[config.mk]
export PLATFORM = sky130hd
export DESIGN_NAME = vitals_uart_tx
export DESIGN_NICKNAME = d
export VERILOG_FILES = /design/src/rtl/satempox_pkg.sv /design/src/rtl/uart_tx_byte.sv /design/src/rtl/vitals_uart_tx.sv
export SDC_FILE = /design/constraint.sdc
export NUM_CORES = 1
export LEC_CHECK = 0
export CAP_MARGIN = 20
export CELL_PAD_IN_SITES_DETAIL_PLACEMENT = 1
export CELL_PAD_IN_SITES_GLOBAL_PLACEMENT = 1
export CORE_MARGIN = 5
export CORE_UTILIZATION = 25
export CTS_BUF_LIST = sky130_fd_sc_hd__clkbuf_4
export DETAILED_ROUTE_END_ITERATION = 10
export PLACE_DENSITY = 0.55
export SETUP_SLACK_MARGIN = 0.2
export SYNTH_ARGS = -nofsm -noshare
export SYNTH_HDL_FRONTEND = slang
export SYNTH_HIERARCHICAL = 1
export SYNTH_SLANG_ARGS = --single-unit
[constraint.sdc]
create_clock -name CLOCK_50 -period 3.1 [get_ports CLOCK_50]
set_clock_uncertainty 0.05 [all_clocks]
set_input_delay 0.62 -clock CLOCK_50 [delete_from_list [all_inputs] [get_ports CLOCK_50]]
set_output_delay 0.62 -clock CLOCK_50 [all_outputs]
set_load 0.1 [all_outputs]
[src/rtl/satempox_pkg.sv]
// Shared definitions for the vitals UART transmitter: default timing, frame
// header, FSM state encodings and the frame checksum.
package satempox_pkg;

  localparam int unsigned CLKS_PER_BIT_DEFAULT = 5208;
  localparam logic [7:0]  HEADER_DEFAULT       = 8'hAA;

  // Byte index of the checksum, the last byte of a frame.
  localparam logic [2:0]  LAST_BYTE_IDX        = 3'd4;

  // Bit-level states of the byte serializer.
  typedef enum logic [1:0] {
    TX_IDLE,
    TX_START,
    TX_DATA,
    TX_STOP
  } tx_state_e;

  // Frame-level states of the sequencer.
  typedef enum logic [1:0] {
    SEQ_IDLE,
    SEQ_LOAD,
    SEQ_RUN,
    SEQ_DONE
  } seq_state_e;

  function automatic logic [7:0] frame_checksum(input logic [7:0] sat,
                                                input logic [7:0] ox,
                                                input logic [7:0] temp);
    return sat + ox + temp;
  endfunction

endpackage

[src/rtl/uart_tx_byte.sv]
// 8N1 byte serializer; accepts a new byte in the last cycle of the previous
// stop bit so consecutive bytes leave with no idle gap.
module uart_tx_byte
  import satempox_pkg::*;
#(
  parameter int unsigned CLKS_PER_BIT = CLKS_PER_BIT_DEFAULT
) (
  input  logic       CLOCK_50,
  input  logic       reset,
  input  logic       load,
  input  logic [7:0] data,
  output logic       tx,
  output logic       ready
);

  localparam int unsigned      BAUD_W    = (CLKS_PER_BIT > 1) ? $clog2(CLKS_PER_BIT) : 1;
  localparam logic [BAUD_W-1:0] BAUD_LAST = BAUD_W'(CLKS_PER_BIT - 1);

  tx_state_e         state_q, state_d;
  logic [BAUD_W-1:0] baud_q, baud_d;
  logic [2:0]        bit_q, bit_d;
  logic [7:0]        shift_q, shift_d;
  logic              tx_q, tx_d;
  logic              bit_end;

  always_comb begin
    // NOTE: every variable gets a default first so no path can infer a latch.
    state_d = state_q;
    baud_d  = baud_q;
    bit_d   = bit_q;
    shift_d = shift_q;
    tx_d    = tx_q;

    bit_end = (baud_q == BAUD_LAST);
    ready   = (state_q == TX_IDLE) || ((state_q == TX_STOP) && bit_end);

    if (state_q != TX_IDLE) begin
      baud_d = bit_end ? '0 : baud_q + 1'b1;
    end

    unique case (state_q)
      TX_IDLE: ;
      TX_START: begin
        if (bit_end) begin
          state_d = TX_DATA;
          bit_d   = 3'd0;
          tx_d    = shift_q[0];
          shift_d = {1'b0, shift_q[7:1]};
        end
      end
      TX_DATA: begin
        if (bit_end) begin
          if (bit_q == 3'd7) begin
            state_d = TX_STOP;
            tx_d    = 1'b1;
          end else begin
            bit_d   = bit_q + 3'd1;
            tx_d    = shift_q[0];
            shift_d = {1'b0, shift_q[7:1]};
          end
        end
      end
      TX_STOP: begin
        if (bit_end) begin
          state_d = TX_IDLE;
        end
      end
      default: state_d = TX_IDLE;
    endcase

    // A load overrides the stop-to-idle step so the next start bit follows directly.
    if (ready && load) begin
      state_d = TX_START;
      baud_d  = '0;
      shift_d = data;
      tx_d    = 1'b0;
    end
  end

  always_ff @(posedge CLOCK_50) begin
    // NOTE: sequential state uses non-blocking assignments so all flops update together.
    if (!reset) begin
      state_q <= TX_IDLE;
      baud_q  <= '0;
      bit_q   <= '0;
      shift_q <= '0;
      tx_q    <= 1'b1;
    end else begin
      state_q <= state_d;
      baud_q  <= baud_d;
      bit_q   <= bit_d;
      shift_q <= shift_d;
      tx_q    <= tx_d;
    end
  end

  assign tx = tx_q;

endmodule

[src/rtl/vitals_uart_tx.sv]
// Frame sequencer: latches SAT/OX/TEMP on start and streams
// HEADER, SAT, OX, TEMP, CHK through the byte serializer back-to-back.
module vitals_uart_tx
  import satempox_pkg::*;
#(
  parameter int unsigned CLKS_PER_BIT = CLKS_PER_BIT_DEFAULT,
  parameter logic [7:0]  HEADER       = HEADER_DEFAULT
) (
  input  logic       CLOCK_50,
  input  logic       reset,
  input  logic       start,
  input  logic [7:0] SAT,
  input  logic [7:0] OX,
  input  logic [7:0] TEMP,
  output logic       tx,
  output logic       busy,
  output logic       done
);

  seq_state_e state_q, state_d;
  logic [2:0] idx_q, idx_d;
  logic [7:0] sat_q, sat_d;
  logic [7:0] ox_q, ox_d;
  logic [7:0] temp_q, temp_d;
  logic [7:0] chk_q, chk_d;
  logic       busy_q, busy_d;
  logic       done_q, done_d;

  logic       finish;
  logic       byte_load;
  logic [7:0] byte_data;
  logic       byte_ready;
  logic       byte_tx;

  always_comb begin
    state_d   = state_q;
    idx_d     = idx_q;
    sat_d     = sat_q;
    ox_d      = ox_q;
    temp_d    = temp_q;
    chk_d     = chk_q;
    finish    = 1'b0;
    byte_load = 1'b0;
    byte_data = HEADER;

    unique case (state_q)
      SEQ_IDLE: begin
        if (start) begin
          state_d = SEQ_LOAD;
          idx_d   = 3'd0;
          sat_d   = SAT;
          ox_d    = OX;
          temp_d  = TEMP;
          chk_d   = frame_checksum(SAT, OX, TEMP);
        end
      end
      SEQ_LOAD: begin
        byte_load = 1'b1;
        state_d   = SEQ_RUN;
      end
      SEQ_RUN: begin
        // The serializer only reports ready in the final cycle of a stop bit.
        if (byte_ready) begin
          if (idx_q < LAST_BYTE_IDX) begin
            byte_load = 1'b1;
            idx_d     = idx_q + 3'd1;
            unique case (idx_q)
              3'd0:    byte_data = sat_q;
              3'd1:    byte_data = ox_q;
              3'd2:    byte_data = temp_q;
              default: byte_data = chk_q;
            endcase
          end else begin
            finish  = 1'b1;
            state_d = SEQ_DONE;
          end
        end
      end
      SEQ_DONE: state_d = SEQ_IDLE;
      default:  state_d = SEQ_IDLE;
    endcase

    busy_d = ((state_q == SEQ_LOAD) || (state_q == SEQ_RUN)) && !finish;
    done_d = finish;
  end

  always_ff @(posedge CLOCK_50) begin
    if (!reset) begin
      state_q <= SEQ_IDLE;
      idx_q   <= '0;
      sat_q   <= '0;
      ox_q    <= '0;
      temp_q  <= '0;
      chk_q   <= '0;
      busy_q  <= 1'b0;
      done_q  <= 1'b0;
    end else begin
      state_q <= state_d;
      idx_q   <= idx_d;
      sat_q   <= sat_d;
      ox_q    <= ox_d;
      temp_q  <= temp_d;
      chk_q   <= chk_d;
      busy_q  <= busy_d;
      done_q  <= done_d;
    end
  end

  uart_tx_byte #(
    .CLKS_PER_BIT(CLKS_PER_BIT)
  ) u_tx_byte (
    .CLOCK_50(CLOCK_50),
    .reset   (reset),
    .load    (byte_load),
    .data    (byte_data),
    .tx      (byte_tx),
    .ready   (byte_ready)
  );

  assign tx   = byte_tx;
  assign busy = busy_q;
  assign done = done_q;

endmodule

# ---- After elaboration in Yosys (flattened, before gate mapping)
# Index checks and enable logic that the tools add are counted.
dict set report totals {
  register_bits 66
  input_bits 27
  output_inout_bits 3
  word_cells 108
}
dict set report classes {
  addsub 5
  order_cmp 1
  n_eq_ne 24
  mux 39
  n_bitwise 1
  reduce_logical 24
}
# op n
set op_table {}
lappend op_table {{8-bit two-way mux} 7}
lappend op_table {{8-bit case mux with 3 select lines} 1}
lappend op_table {{3-bit two-way mux} 6}
lappend op_table {{8-bit adder} 2}
lappend op_table {{8-bit case mux with 2 select lines} 1}
lappend op_table {{2-bit two-way mux} 7}
lappend op_table {{13-bit by 1-bit adder with 13-bit output, second input constant} 1}
lappend op_table {{13-bit equality test, second input constant} 1}
lappend op_table {{13-bit two-way mux} 1}
lappend op_table {{3-bit case mux with 2 select lines} 2}
lappend op_table {{4-bit AND reduction} 3}
lappend op_table {{1-bit two-way mux} 10}
lappend op_table {{2-bit != test, second input constant} 5}
lappend op_table {{5-bit AND reduction} 2}
lappend op_table {{3-bit by 1-bit != test with 1-bit output, second input constant} 3}
lappend op_table {{2-bit equality test, second input constant} 4}
lappend op_table {{2-bit by 1-bit != test with 1-bit output, second input constant} 4}
lappend op_table {{2-bit case mux with 4 select lines} 1}
lappend op_table {{3-bit by 1-bit adder with 3-bit output, second input constant} 2}
lappend op_table {{2-bit case mux with 3 select lines} 1}
lappend op_table {{3-bit AND reduction} 2}
lappend op_table {{2-bit nonzero test} 3}
lappend op_table {{3-bit nonzero test} 2}
lappend op_table {{2-bit by 1-bit equality test with 1-bit output, second input constant} 2}
lappend op_table {{16 further kinds} 21}

# ---- Logic depth before layout (Yosys ltp)
dict set report logic_depth {
  ltp_word 8
  mapped_depth 11
  mapped_depth_nobuf 10
}

# ---- Cells and area by module
# Netlist, hierarchy kept.
# module n_inst cells_each area_each_um2
set modules_own_cells {}
lappend modules_own_cells {vitals_uart_tx 1 258 2214.6}
lappend modules_own_cells {uart_tx_byte 1 164 1458.9}

# ---- Worst setup path before layout
# OpenSTA, ideal clock, no wires.
dict set report synth_timing {
  path_kind {register to register}
  start {register u_tx_byte.baud_q[0]}
  end {register u_tx_byte.shift_q[6]}
  setup_ns 0.125
  arrival_ns 2.481
  t_required_ns 2.925
  slack_ns 0.444
  stages_incl_launch_ff 12
  n_path_buf 1
  synth_period_minus_slack_ns 2.656
  cell_sequence {dfxtp_1 -> ha_1 -> and4b_1 -> and3_1 -> a21o_1 -> nand3b_1 -> a21boi_0 -> nand2_1 -> o41a_1 -> buf_6 -> o21ai_2 -> a31oi_1}
}
dict set report synth_between {
  elab_chain_cells 8
}
# element line
set synth_lines {}
lappend synth_lines {{start, declared} uart_tx_byte.sv:20} ;# logic [BAUD_W-1:0] baud_q, baud_d;
lappend synth_lines {{start signal, assigned} uart_tx_byte.sv:90} ;# baud_q <= baud_d;
lappend synth_lines {{13-bit equality test (*)} uart_tx_byte.sv:34} ;# bit_end = (baud_q == BAUD_LAST);
lappend synth_lines {{1-bit logical AND (*)} uart_tx_byte.sv:35} ;# ready = (state_q == TX_IDLE) || ((state_q == TX_STOP) && bit_end);
lappend synth_lines {{1-bit logical OR (*)} uart_tx_byte.sv:35}
lappend synth_lines {{via byte_ready} vitals_uart_tx.sv:32} ;# logic byte_ready;
lappend synth_lines {{1-bit two-way mux (*)} vitals_uart_tx.sv:63} ;# if (byte_ready) begin
lappend synth_lines {{1-bit case mux with 2 select lines (*)} vitals_uart_tx.sv:46} ;# unique case (state_q)
lappend synth_lines {{via byte_load} vitals_uart_tx.sv:30} ;# logic byte_load;
lappend synth_lines {{1-bit logical AND (*)} uart_tx_byte.sv:72} ;# if (ready && load) begin
lappend synth_lines {{3-bit != test (no line), or another cell as far along} -}
lappend synth_lines {{4-bit AND reduction (no line)} -}
lappend synth_lines {{end signal, assigned} uart_tx_byte.sv:92} ;# shift_q <= shift_d;
lappend synth_lines {{end, declared} uart_tx_byte.sv:22} ;# logic [7:0] shift_q, shift_d;
# Mark *: on every way through the listed nets, which the timed path passes. The rest lies on a longest branch.
# A chain may end at the register's enable or synchronous reset.

# ---- Final worst setup path
dict set report layout_timing {
  start {input SAT[1]}
  end {register chk_q[7]}
}
dict set report layout_between {
  elab_chain_cells 2
}
# element line
set layout_lines {}
lappend layout_lines {{start, declared} vitals_uart_tx.sv:12} ;# input logic [7:0] SAT,
lappend layout_lines {{8-bit adder (2 in a row)} satempox_pkg.sv:30} ;# return sat + ox + temp;
lappend layout_lines {{end signal, assigned} vitals_uart_tx.sv:103} ;# chk_q <= chk_d;
lappend layout_lines {{end, declared} vitals_uart_tx.sv:25} ;# logic [7:0] chk_q, chk_d;
# Every way passes these cells.

==> impl_metrics.tcl <==
set metrics [dict create \
    status "completed" \
    antenna_cells 0 \
    postRouteAntennaNets 0 \
    total_power_mw 2.86 \
    synth_top_area_cell "dfxtp_1" \
    worstSetupStartpointType "input pin" \
    synthCells 422 \
    rows 44 \
    dr.pass1.iters 4 \
    clock_latency_ns 0.43 \
    dr_total_vias 3122 \
    drt_wl_total_um 9530 \
    ys_ff_latch 66 \
    drc 0 \
    htree_levels 3 \
    min_from "ox_q[7]$_SDFFE_PN0P_" \
    crit_family "adder cells" \
    postLayoutCoreUtil 0.301 \
    cp-end-kind "flip-flop" \
    comb_power_share 0.406 \
    avgSynthCellArea_um2 8.71 \
    critPathKind "input pin to flip-flop" \
    ys_async_sr_fraction 0 \
    setup_violations 0 \
    via_per_inst 4.83 \
    syn_area_um2 3670 \
    fmax_mhz 368 \
    antenna_found_initial 0 \
    routedWlPerCell_um 14.7 \
    crit_required_ns 3.42 \
    ios 30 \
    fin_crit_ns 2.72 \
    cts_inserted_buffers 9 \
    worst-path-buf-inv 2 \
    maxSlewHeadroom 0.583 \
    slew_violations 0 \
    rr_startpoint "u_tx_byte/baud_q[7]$_SDFFE_PP0P_" \
    synth_fp_nets 479 \
    slowest_stage "fa_1" \
    cts_sinks 66 \
    synth_commonest_cells "dfxtp_1 (66), nand2_1 (66), nor2_1 (33), ha_1 (22), a21boi_0 (20)" \
    holdBufCountCts 0 \
    place.port_buffers 29 \
    grt_max_degree 34 \
    grt_pass1_vias 3338 \
    die_w_um 131 \
    cts.path.max_buffers 2 \
    start_util 0.254 \
    cp_cell_sequence "clkdlybuf4s50_1 -> fa_1 -> ha_1 -> inv_1 -> fa_1 -> nor2b_1 -> o2111ai_1 -> a31o_2 -> a31oi_1" \
    synth_edf_count 0 \
    p_leak_nw 1.67 \
    cts_tree "done" \
    path_clk_slew_ns 0.11 \
    synth_top_cells_by_area "dfxtp_1 (36%), ha_1 (7.5%), nand2_1 (6.7%)" \
    tightest_slew_ns 0.625 \
    drive_gt1_frac 0.0994 \
    place.gp.congestion 0.707 \
    power_switching_share 0.393 \
    coreArea_um2 14500 \
    hold_path_class "flip-flop to flip-flop" \
    crit_start "SAT[1]" \
    ys_seq_area_frac 0.360 \
    critPathMaxFanout 3 \
    hold_violations 0 \
    dieArea_um2 17200 \
    grt_overflow 0 \
    arrival_ns 3.04 \
    p_int_mw 1.74 \
    power_density_nw_per_um2 657 \
    grt_pass1_wl_um 16400 \
    fill_cells 1736 \
    fin_nets 515 \
    synth_top_area_frac 0.360 \
    register_area_um2 1320 \
    period_share 0.877 \
    clkPwrFrac 0.201 \
    p_sw_mw 1.12 \
    grt_usage 0.115 \
    irDropWorstVdd_mv 0.198 \
    seq_power_share 0.393 \
    die_y_um 131 \
    drv_cap 0 \
    ys.warnings.count 6 \
    setup-tns-final_ns 0 \
    syn2layout_area_growth_pct 18.6 \
    critPathMostFrequentCell "fa_1" \
    drt_iter0_markers 147 \
    multi_input_area_um2 2190 \
    hpwl_um 6990 \
    fin_area_um2 4360 \
    rsz0062_at_grt "false" \
    post_dp_cell_area_um2 4220 \
    cts-root-buf "clkbuf_4" \
    slowest_delay_ns 0.55 \
    yosysUniqueCellTypes 60 \
    synth-main-ff-cell "dfxtp_1" \
]
-- stage by stage --
| step | instances | setup slack [ns] | hold WS, ns |
|---|---|---|---|
| after detailed placement | 631 | -0.0745 | 0.398 |
| after floorplan | 422 | 0.444 | 0.384 |
| final | 647 | 0.381 | 0.413 |
| after global routing | 647 | 0.249 | 0.436 |
| after global placement | 631 | -0.00335 | 0.393 |
| after CTS | 647 | 0.347 | 0.416 |
-- final cells by class --
type / instances / area share
sequential: 66 / 0.303
tap: 184 / 0.0528
clock buffer: 10 / 0.0172
inverter: 18 / 0.0155
multi-input combinational: 317 / 0.502
timing repair buffer: 46 / 0.0959
clock inverter: 6 / 0.0132
-- placed cells by master (no fill, tap or decap), types with 3 or more instances in the layout --
cell             netlist  final
dfxtp_1               66     66
a21boi_1               8      9
nand2_1               66     66
nand4_1                5      5
o31ai_1                3      3
and2_1                 3      3
nand4b_1               4      4
a31oi_1                8      8
clkbuf_4               0     10
nor3_1                 5      5
nor2_1                33     33
nand3b_1               3      3
o211a_1                4      4
fa_1                   8      8
nor2b_1                5      5
clkdlybuf4s50_1        0     25
a222oi_1               8      8
ha_1                  22     22
nor3b_1                3      3
xor2_1                 8      8
o21ai_0               18     18
a211o_1                5      5
xnor2_1                8      8
inv_1                 18     18
nand3_1               17     17
a21boi_0              20     19
buf_4                  0     19
a21oi_1               12     12
and3_1                 4      4
-- cell families after synthesis --
kind of cell / count (synthesis) / share of synthesized area
XOR/XNOR: 16 / 0.0381
AO/OA/AOI/OAI: 105 / 0.211
multiplexers: 2 / 0.00545
buffers and inverters: 39 / 0.0450
AND/OR/NAND/NOR: 164 / 0.222
adder cells (fa/ha/maj): 30 / 0.119
flip-flops: 66 / 0.360
-- metal layers --
metal	vias up	GRT usage	part of all wire
li1	1570	-	-
met1	1509	0.140	0.47
met2	32	0.198	0.48
met3	11	0.0321	0.028
met4	0	0.0329	0.013
met5	-	0	0
-- path summary, 6_finish.rpt --
path,end,slack (ns),cells past startpoint
worst min register to register,ox_q[7]$_SDFFE_PN0P_,0.41,2
worst max-delay path,chk_q[7]$_SDFFE_PN0P_,0.38,9
worst min-delay path,ox_q[7]$_SDFFE_PN0P_,0.41,2
worst max register to register,u_tx_byte/shift_q[0]$_SDFFE_PN0P_,0.47,10
-- power groups by stage --
stage	clock network, mW	registers, mW	logic, mW
floorplan	0	1.20	0.745
finish	0.576	1.13	1.16
CTS	0.612	1.13	1.19
global route	0.634	1.15	1.31
detailed placement	0	1.15	1.18
global placement	0	1.14	1.16
-- state kept, by name (all words and copies together), names as in the netlist, 3 cells and up --
name,flops
sat_q,8
u_tx_byte/baud_q,13
chk_q,8
u_tx_byte/bit_q,3
ox_q,8
u_tx_byte/shift_q,8
idx_q,3
temp_q,8
-- what timing repair did --
action / CTS / global route
buffers inserted: 0 / 0
setup endpoints to repair: 0 / 2
resized for setup: 0 / 1
-- worst register-to-register path, cell delays in order (launching register included) --
cell	delay, ns
dfxtp_1	0.39
nor4b_2	0.35
and3_1	0.28
a21o_1	0.16
nand3b_1	0.10
a21boi_1	0.26
nand2_1	0.13
o41a_1	0.40
buf_12	0.18
o21ai_0	0.17
a31oi_1	0.06
Power figures use the tool's default switching activity.
